## config.mk

```make
export PLATFORM = sky130hd
export DESIGN_NAME = ring_resp
export DESIGN_NICKNAME = d
export VERILOG_FILES = /design/src/rtl/ring_resp.sv
export SDC_FILE = /design/constraint.sdc
export NUM_CORES = 1
export LEC_CHECK = 0
export ABC_AREA = 0
export ABC_CLOCK_PERIOD_IN_PS = 2300
export BUFFER_PORTS_ARGS = -buffer_cell sky130_fd_sc_hd__buf_2
export CORE_UTILIZATION = 58
export CTS_BUF_LIST = sky130_fd_sc_hd__clkbuf_4 sky130_fd_sc_hd__clkbuf_8
export DETAILED_ROUTE_END_ITERATION = 12
export GPL_ROUTABILITY_DRIVEN = 1
export GPL_TIMING_DRIVEN = 0
export PLACE_DENSITY = 0.81
export SLEW_MARGIN = 20
export SYNTH_ARGS = -nofsm -noshare
export SYNTH_HDL_FRONTEND = slang
export SYNTH_SLANG_ARGS = --single-unit
```

## constraint.sdc

```tcl
create_clock -name clk -period 2.3 [get_ports clk]
set_input_delay 0.575 -clock clk [delete_from_list [all_inputs] [get_ports clk]]
set_output_delay 0.575 -clock clk [all_outputs]
set_load 0.02 [all_outputs]
```

## src/rtl/ring_resp.sv

```systemverilog
// Responder end of the ring protocol: returns an ack token around a K-hop ring,
// retransmitting after a timeout when the token is lost, up to a retry budget.
module ring_resp #(
    parameter int unsigned K        = 8,
    parameter int unsigned TIMEOUT  = 3,
    parameter int unsigned MAX_RETX = 2
) (
    input  logic       clk,
    input  logic       reset,
    input  logic       req,
    input  logic       loss,
    input  logic       controllable_ack,
    output logic       ack_valid,
    output logic [5:0] hop,
    output logic [2:0] retx_cnt,
    output logic       error,
    output logic       objective
);

    localparam int unsigned HOP_W  = 6;
    localparam int unsigned TMO_W  = 4;
    localparam int unsigned RETX_W = 3;

    localparam logic [HOP_W-1:0]  HOP_PENULT = HOP_W'(K - 2);
    localparam logic [HOP_W-1:0]  HOP_LAST   = HOP_W'(K - 1);
    localparam logic [TMO_W-1:0]  TMO_LAST   = TMO_W'(TIMEOUT - 1);
    localparam logic [RETX_W-1:0] RETX_MAX   = RETX_W'(MAX_RETX);

    typedef enum logic [2:0] {
        ST_IDLE  = 3'd0,
        ST_ARMED = 3'd1,
        ST_SEND  = 3'd2,
        ST_LOST  = 3'd3,
        ST_DONE  = 3'd4,
        ST_FAIL  = 3'd5
    } state_t;

    state_t              state_q, state_d;
    logic [HOP_W-1:0]    hop_q, hop_d;
    logic [TMO_W-1:0]    tmo_q, tmo_d;
    logic [RETX_W-1:0]   retx_q, retx_d;

    // State and counter registers
    always_ff @(posedge clk or posedge reset) begin
        if (reset) begin
            state_q <= ST_IDLE;
            hop_q   <= '0;
            tmo_q   <= '0;
            retx_q  <= '0;
        end else begin
            state_q <= state_d;
            hop_q   <= hop_d;
            tmo_q   <= tmo_d;
            retx_q  <= retx_d;
        end
    end

    // Next-state and counter update
    always_comb begin
        state_d = state_q;
        hop_d   = hop_q;
        tmo_d   = tmo_q;
        retx_d  = retx_q;
        case (state_q)
            ST_IDLE: begin
                // An ack with no pending request is a violation, even alongside req
                if (controllable_ack) begin
                    state_d = ST_FAIL;
                end else if (req) begin
                    state_d = ST_ARMED;
                end
            end
            ST_ARMED: begin
                if (controllable_ack) begin
                    state_d = ST_SEND;
                    hop_d   = '0;
                    tmo_d   = '0;
                end
            end
            ST_SEND: begin
                if (loss) begin
                    state_d = ST_LOST;
                    tmo_d   = '0;
                end else if (hop_q == HOP_PENULT) begin
                    state_d = ST_DONE;
                    hop_d   = HOP_LAST;
                end else begin
                    hop_d = hop_q + HOP_W'(1);
                end
            end
            ST_LOST: begin
                if (tmo_q == TMO_LAST) begin
                    if (retx_q == RETX_MAX) begin
                        state_d = ST_FAIL;
                    end else begin
                        state_d = ST_SEND;
                        retx_d  = retx_q + RETX_W'(1);
                        hop_d   = '0;
                        tmo_d   = '0;
                    end
                end else begin
                    tmo_d = tmo_q + TMO_W'(1);
                end
            end
            ST_DONE: begin
                if (req) begin
                    state_d = ST_ARMED;
                    retx_d  = '0;
                    hop_d   = '0;
                end
            end
            ST_FAIL: begin
                state_d = ST_FAIL;
            end
            default: begin
                state_d = ST_IDLE;
            end
        endcase
    end

    // Outputs decode registered state only
    assign ack_valid = (state_q == ST_SEND);
    assign objective = (state_q == ST_DONE);
    assign error     = (state_q == ST_FAIL);
    assign hop       = hop_q;
    assign retx_cnt  = retx_q;

endmodule

```

# == After elaboration in Yosys (flattened, before gate mapping) ==
# Index checks and enable logic that the tools add are counted.
# totals
out_inout_bits,12
elab_cells,55
register_bits,16
# op_classes
muxes,24
n_reduce_logical,8
n_eq_ne,16
n_addsub,3
# ops
op,count
$mux 6,6
$mux 3,10
$pmux 6 s4,1
$pmux 3 s6,1
$mux 4,4
$ne 2x2->1 const B,6
$pmux 4 s3,1
$eq 3x2->1 const B,3
$reduce_and 4->1,2
$add 6x1->6 const B,1
$eq 3x3->1 const B,2
$eq 6x3->1 const B,1
$pmux 3 s2,1
$reduce_and 6->1,1
$add 4x1->4 const B,1
$eq 4x2->1 const B,1
$reduce_bool 4->1,1
$add 3x1->3 const B,1
$eq 3x1->1 const B,1
$logic_not 3->1,1
$ne 3x2->1 const B,1
$ne 3x3->1 const B,1
$reduce_and 3->1,1
$reduce_bool 3->1,1
$reduce_bool 2->1,1

# == Longest topological paths before layout ==
# Gate-level depths: netlist of run 1.
# depth
depth_word,4
ltp_mapped,7
ltp_nobuf,6

# == Worst setup path after synthesis of run 1 ==
# Ideal clock, no wire load.
# synth_path
kind,register -> register
from,register tmo_q[0]
to,register hop_q[0] (netlist: hop[0])
stages_incl_launch_ff,8
n_path_buf,1
path_slack_ns,0.460
arrival_ns,1.715
path_cell_list,dfrtp_1 -> inv_1 -> ha_1 -> or3b_4 -> and3_4 -> buf_6 -> a21oi_4 -> mux2_2
# synth_between
elab_chain_cells,3
# synth_lines
element,line,rtl
from (decl),40,"logic [TMO_W-1:0] tmo_q, tmo_d;"
from (signal assigned),53,tmo_q <= tmo_d;
$eq 4x2->1,92,if (tmo_q == TMO_LAST) begin
$ne 2x2->1 (no line),-,
$reduce_and 6->1 (no line),-,
to (signal assigned),52,hop_q <= hop_d;
to (decl),39,"logic [HOP_W-1:0] hop_q, hop_d;"
# Every way passes these cells.
# A chain may end at the register's enable or synchronous reset.

# == Worst setup path in the final report of run 1 ==
# layout_path
from,register state_q[2]
to,output port ack_valid
# layout_between
elab_chain_cells,1
# layout_lines
element,line,rtl
from (decl),38,"state_t state_q, state_d;"
from (signal assigned),51,state_q <= state_d;
$eq 3x2->1,122,assign ack_valid = (state_q == ST_SEND);
to (decl),13,"output logic ack_valid,"
# Every way passes these cells.

==> key figures, run 1 <==
Layout
  • Share of cells above drive strength 1: 24.3%
  • Final Net Count: 148
  • Finished Layout Cells: 161
  • N_diodes: 0
  • Syn-to-layout area delta: 12.8%

STA
  • # setup viols final: 0
  • Final worst path period need: 2.21 ns
  • Max_slew headroom: 60.1%
  • Worst slew pin tran: 0.598 ns
  • RSZ-0062 raised after global routing: false
  • Final-report hold violation count: 0
  • Final Slew Violations: 0
  • Fmax: 0.453 GHz
  • Setup_tns: 0 ns
  • Final Skew: 0.00477 ns
  • Tcrit/Tclk final: 96.1%

Critical path
  • CP most frequent cell: buf_2
  • Crit path capture type: output port
  • Crit-path max FO: 10
  • Slowest stage delay, CP: 0.48 ns
  • Data required, critical path: 1.73 ns
  • CP Cell Sequence: buf_2, or3b_1, inv_1, buf_2
  • Setup crit start kind: register
  • Largest delay share family, worst path: buffers and inverters
  • Worst EP arrival: 1.63 ns
  • CP bufs+invs: 3
  • Crit Path Category: reg2out
  • CP max-delay cell: or3b_1

Power and ir drop
  • Internal: 0.000825 W
  • PwrDens: 1200 nW/um2
  • Leak pwr: 0.627 nW
  • Clk network pwr share: 12.6%
  • Switching pwr: 0.000701 W
  • Worst VDD drop: 0.880 mV
  • Flop pwr share: 30.8%
  • Gate power share: 56.6%
  • Switching share of power: 45.9%

Floorplanning
  • Die height: 46.0 um
  • # rows: 15
  • IO Count: 17
  • Core Box Area: 1760 um2
  • Die area: 2120 um2
  • Die width: 46.0 um
  • Starting Density: 63.8%

Logic synthesis
  • Avg Cell Area, Syn: 9.61 um2
  • Main combinational cell family by area after synthesis: compound AO/OA/AOI/OAI gates
  • Compound-Gate Fraction of Synth Area: 26.0%
  • Post-synth EDFFs: 0
  • Async SR Flop Fraction: 100%
  • Post-Synth XOR/XNOR Area: 0.779%
  • Post-Synth Adder-Cell Area: 6.67%
  • Yosys reg bits: 16
  • Top_reg_cell synth: dfrtp_1
  • Sequential area share after synthesis: 35.6%
  • Synth Instances: 117
  • Net Count, Synth: 128
  • Post-synthesis mux area share: 3.89%
  • Post-Synth Simple-Gate Area: 21.2%
  • Cell area after synthesis: 1120 um2
  • Count of different cell masters after synthesis: 46
  • Warnings from Yosys: 0

Global routing
  • Vias in the first global route: 950
  • Initial antenna violation count: 0
  • Pin count of the biggest net entering global routing: 17
  • First-pass GRT wire length: 4.00 mm
  • GRT Util Overall: 26.6%
  • Overflow after GRT: 0

Route
  • # DRC: 0
  • Met2 wire length: 1.24 mm
  • Drt initial violations: 22
  • Via density: 6.14
  • Detailed-route via count: 989
  • Final WL: 2.41 mm
  • DRT antenna net count: 0
  • Detailed route wirelength on metal3: 80 um
  • Highest routing layer actually used: met4
  • M1 WL: 1.07 mm
  • First drt pass iteration count: 4
  • Routed wire per std cell: 15.0 um

Clocking
  • CTS buffer count: 3
  • Clk Latency, worst-skew pair: 0.29 ns
  • Longest Clk Path Bufs: 2
  • Post-cts gate resize count: 0
  • H-tree levels: 1
  • CTS sink cnt: 16
  • Clock tree from TritonCTS: done
  • Root buffer selected by CTS: clkbuf_4
  • Clock transition at path regs: 0.10 ns

Job
  • Max capacitance violation total: 0

Placement
  • Detail Placement HPWL: 1.81 mm
  • GPL Wtd Cong: 0.799
  • PortBufs: 16
  • Placed insts: 158

Run status
  • Status: finished clean

Min path
  • HP Class: in2async
## final cells by class
type                            instances  area (um2)
Tap cell                               25        31.3
Sequential cell                        16         400
Clock buffer                            4        36.3
Timing Repair Buffer                   16        80.1
Inverter                                9        33.8
Buffer                                  4        27.5
Multi-Input combinational cell         87         659
Fill cell                             160         495
## worst register-to-register path, cell delays in order (launching register included)
cell and delay (ns):
dfrtp_1 0.44, inv_1 0.08, ha_1 0.13, or3b_4 0.39, nand3_1 0.28, o21ai_0 0.23
a211o_1 0.33
## path summary, 6_finish.rpt
check,from,endpoint,slack (ns),depth (start not counted)
max reg2reg,tmo_q[0]$_DFFE_PP0P_,hop[5]$_DFFE_PP0P_,0.32,6
max in group asynchronous,reset,tmo_q[0]$_DFFE_PP0P_,1.58,2
min,reset,state_q[0]$_DFFE_PP0P_,0.33,2
min reg2reg,tmo_q[2]$_DFFE_PP0P_,tmo_q[2]$_DFFE_PP0P_,0.53,1
max,state_q[2]$_DFFE_PP0P_,ack_valid,0.09,4
min in group clk,tmo_q[2]$_DFFE_PP0P_,tmo_q[2]$_DFFE_PP0P_,0.53,1
## metal layers
layer  track usage, %  up-vias
met2             46.2       19
met3             4.76        5
met5                0        -
li1                 -      485
met1             33.7      480
met4             7.06        0
## what timing repair did
action | 4_1_cts | 5_1_grt
setup buffers | 0 | 0
hold buffers | 0 | 0
endpoints found under the setup margin | 0 | 1
## metrics by stage
stage / instance area, um2 / power [W] / setup WS (ns) / util (%) / hold WS, ns
after floorplan: 1120 / 0.00113 / 0.460 / - / 0.474
after global placement: 1240 / 0.00130 / 0.373 / 70.1 / 0.497
after detailed placement: 1240 / 0.00133 / 0.329 / 70.1 / 0.518
after CTS: 1270 / 0.00153 / 0.0767 / 72.1 / 0.356
after global routing: 1270 / 0.00165 / 0.0366 / 71.9 / 0.386
final: 1270 / 0.00153 / 0.0906 / 71.9 / 0.331
## Yosys cell counts (all sizes together) (2+ instances only)
cell type	number	share of area (%)
nand3	6	2.7
a211o	2	1.6
a21oi	7	4.4
and3	5	3.2
clkbuf	2	0.67
inv	9	3.0
o211ai	2	1.3
mux2	3	3.0
a21o	5	3.3
dfrtp	16	36
o21ai	5	2.2
a22o	2	1.6
nor2b	3	1.9
nand2	5	1.7
or3b	2	1.8
a211oi	5	3.3
ha	6	6.7
nand2b	4	2.2
buf	3	2.1
nor2	4	1.3
o2111ai	2	1.6
nor4	2	1.1
## registers in the layout, summed over array words and instances, names as in the netlist
register / flops
hop: 6
retx_cnt: 3
tmo_q: 4
state_q: 3
## cell usage in the layout (no fill, tap or decap), types with 2 or more instances in the layout
cell       instances
buf_2             17
dfrtp_1           16
inv_1              9
nand3_1            6
ha_1               6
a21o_1             5
a21oi_1            5
o21ai_0            5
nand2_1            5
a211oi_1           5
nand2b_1           4
nor2_1             4
and3_1             4
mux2_2             3
clkbuf_4           3
nor2b_1            2
o2111ai_1          2
o211ai_1           2
a211o_1            2
a22o_1             2
nor4_1             2
## logic make-up after synthesis
kind of cell	after synthesis
flops	16
xor+xnor	1
buf+inv	14
compound gates	39
mux	4
fa+ha+maj	6
simple gates	37
## power groups by stage
stage                     logic (W)  clock network (W)  registers, W
after floorplan            0.000633                  0      0.000498
after global placement     0.000837                  0      0.000467
after detailed placement   0.000860                  0      0.000475
after CTS                  0.000864           0.000194      0.000470
after global routing       0.000959           0.000210      0.000482
final                      0.000863           0.000192      0.000470
Note: power is estimated with default switching activity, not from simulation.
==> run 2: changes to the inputs <==
--- a/config.mk
+++ b/config.mk
@@ -13,7 +13,7 @@
 export DETAILED_ROUTE_END_ITERATION = 12
 export GPL_ROUTABILITY_DRIVEN = 1
 export GPL_TIMING_DRIVEN = 0
-export PLACE_DENSITY = 0.81
+export PLACE_DENSITY = 0.9
 export SLEW_MARGIN = 20
 export SYNTH_ARGS = -nofsm -noshare
 export SYNTH_HDL_FRONTEND = slang
==> key figures, run 2 (synthesized netlist as in run 1, its figures left out) <==
Clocking
  • H-tree levels: 1
  • CTS sink cnt: 16
  • Root buffer selected by CTS: clkbuf_4
  • CTS Hold Bufs: 0
  • Clock tree from TritonCTS: done
  • Clock transition at path regs: 0.10 ns
  • Longest Clk Path Bufs: 2
  • Clk Latency, worst-skew pair: 0.30 ns
  • CTS buffer count: 3
  • Post-CTS setup buffer count: 0
  • Post-cts gate resize count: 0

STA
  • RSZ-0062 raised after global routing: false
  • # setup viols final: 0
  • Tcrit/Tclk final: 96.7%
  • Fmax: 0.449 GHz
  • Max_slew headroom: 58.3%
  • Final-report hold violation count: 0
  • Final Slew Violations: 0
  • Final worst path period need: 2.22 ns
  • Worst slew pin tran: 0.625 ns
  • Setup_tns: 0 ns
  • Final Skew: 0.00753 ns

Critical path
  • Cell depth of the worst setup path: 4
  • Largest delay share family, worst path: buffers and inverters
  • CP bufs+invs: 3
  • Slowest stage delay, CP: 0.47 ns
  • Worst EP arrival: 1.65 ns
  • Crit path capture type: output port
  • Data required, critical path: 1.73 ns
  • Crit Path Category: reg2out
  • Setup crit start kind: register
  • Crit. Startpoint: state_q[2]$_DFFE_PP0P_
  • Critical Path End: ack_valid
  • CP max-delay cell: or3b_1
  • Worst Reg-to-Reg Cells: 6
  • CP most frequent cell: buf_2
  • CP Cell Sequence: buf_2, or3b_1, inv_1, buf_2
  • RR Startpoint: tmo_q[0]$_DFFE_PP0P_
  • Crit-path max FO: 10
  • FF-to-FF setup slack: 0.35 ns
  • Worst r2r dst: hop[4]$_DFFE_PP0P_

Route
  • Via density: 6.15
  • First drt pass iteration count: 5
  • Routed wire per std cell: 14.8 um
  • Drt initial violations: 17
  • Detailed-route via count: 990
  • Final WL: 2.38 mm
  • # DRC: 0
  • DRT antenna net count: 0

Floorplanning
  • Starting Density: 63.8%
  • Core Box Area: 1760 um2
  • Die area: 2120 um2
  • # rows: 15
  • IO Count: 17
  • Die width: 46.0 um
  • Die height: 46.0 um

Layout
  • N_diodes: 0
  • Most frequent cells in the layout: buf_2 (17), dfrtp_1 (16), inv_1 (9)
  • Max reg flops: 6
  • Final Util: 71.9%
  • Syn-to-layout area delta: 12.8%
  • Final Net Count: 148
  • Most common cell after layout, fill and taps aside: buf_2
  • Share of cells above drive strength 1: 24.3%

Job
  • Max capacitance violation total: 0

Global routing
  • Pin count of the biggest net entering global routing: 17
  • GRT Util Overall: 26.2%
  • First-pass GRT wire length: 3.84 mm
  • Overflow after GRT: 0
  • Vias in the first global route: 891
  • Initial antenna violation count: 0

Min path
  • HP Class: in2async

Placement
  • GPL Wtd Cong: 0.889
  • PortBufs: 16
  • Detail Placement HPWL: 1.78 mm

Run status
  • Status: finished clean

Power and ir drop
  • PwrDens: 1210 nW/um2
  • Worst VDD drop: 0.714 mV
  • Leak pwr: 0.627 nW
run 2: report_power, final:
part	internal, W	switching, W
registers	0.000369	0.000103
logic	0.000359	0.000502
clock network	0.0000967	0.0000996
total	0.000824	0.000705
run 2: how the worst min path moves through the flow:
stage                                 endpoint  depth (start not counted)  slack (ns)            startpoint
after detailed placement  tmo_q[2]$_DFFE_PP0P_                          1        0.51  tmo_q[2]$_DFFE_PP0P_
after floorplan           tmo_q[2]$_DFFE_PP0P_                          1        0.47  tmo_q[2]$_DFFE_PP0P_
after CTS                   hop[4]$_DFFE_PP0P_                          2        0.35                 reset
after global placement    tmo_q[2]$_DFFE_PP0P_                          1        0.49  tmo_q[2]$_DFFE_PP0P_
after global routing        hop[4]$_DFFE_PP0P_                          2        0.38                 reset
final                       hop[4]$_DFFE_PP0P_                          2        0.33                 reset
run 2: worst register-to-register path, delay by kind of cell, from the launching register on:
| family | cells | cell delay, ns |
|---|---|---|
| adders and majority gates | 1 | 0.13 |
| and+or+nand+nor | 2 | 0.65 |
| DFF | 1 | 0.43 |
| buffers and inverters | 1 | 0.07 |
| AOI/OAI and AO/OA | 2 | 0.58 |
run 2: final cells by class:
class | instances | area [um2]
Buffer | 4 | 27.5
Clock buffer | 4 | 36.3
Fill cell | 151 | 495
Inverter | 9 | 33.8
Multi-Input combinational cell | 87 | 659
Sequential cell | 16 | 400
Tap cell | 25 | 31.3
Timing Repair Buffer | 16 | 80.1
run 2: metal layers:
layer / share of wire, % / routed length (um) / track usage [%]
met5: 0 / 0 / 0
met4: 2.4 / 58 / 14.1
met3: 4.0 / 95 / 4.76
met2: 49 / 1170 / 44.5
met1: 44 / 1050 / 30.8
run 2: stage by stage:
| step | instances | hold WS (ns) | setup slack [ns] | cell area (um2) | power, W |
|---|---|---|---|---|---|
| final | 161 | 0.328 | 0.0751 | 1270 | 0.00153 |
| after global routing | 161 | 0.383 | 0.00437 | 1270 | 0.00164 |
| after CTS | 162 | 0.347 | 0.0332 | 1270 | 0.00154 |
| after detailed placement | 158 | 0.512 | 0.363 | 1240 | 0.00133 |
| after global placement | 158 | 0.493 | 0.373 | 1240 | 0.00129 |
| after floorplan | 117 | 0.474 | 0.460 | 1120 | 0.00113 |
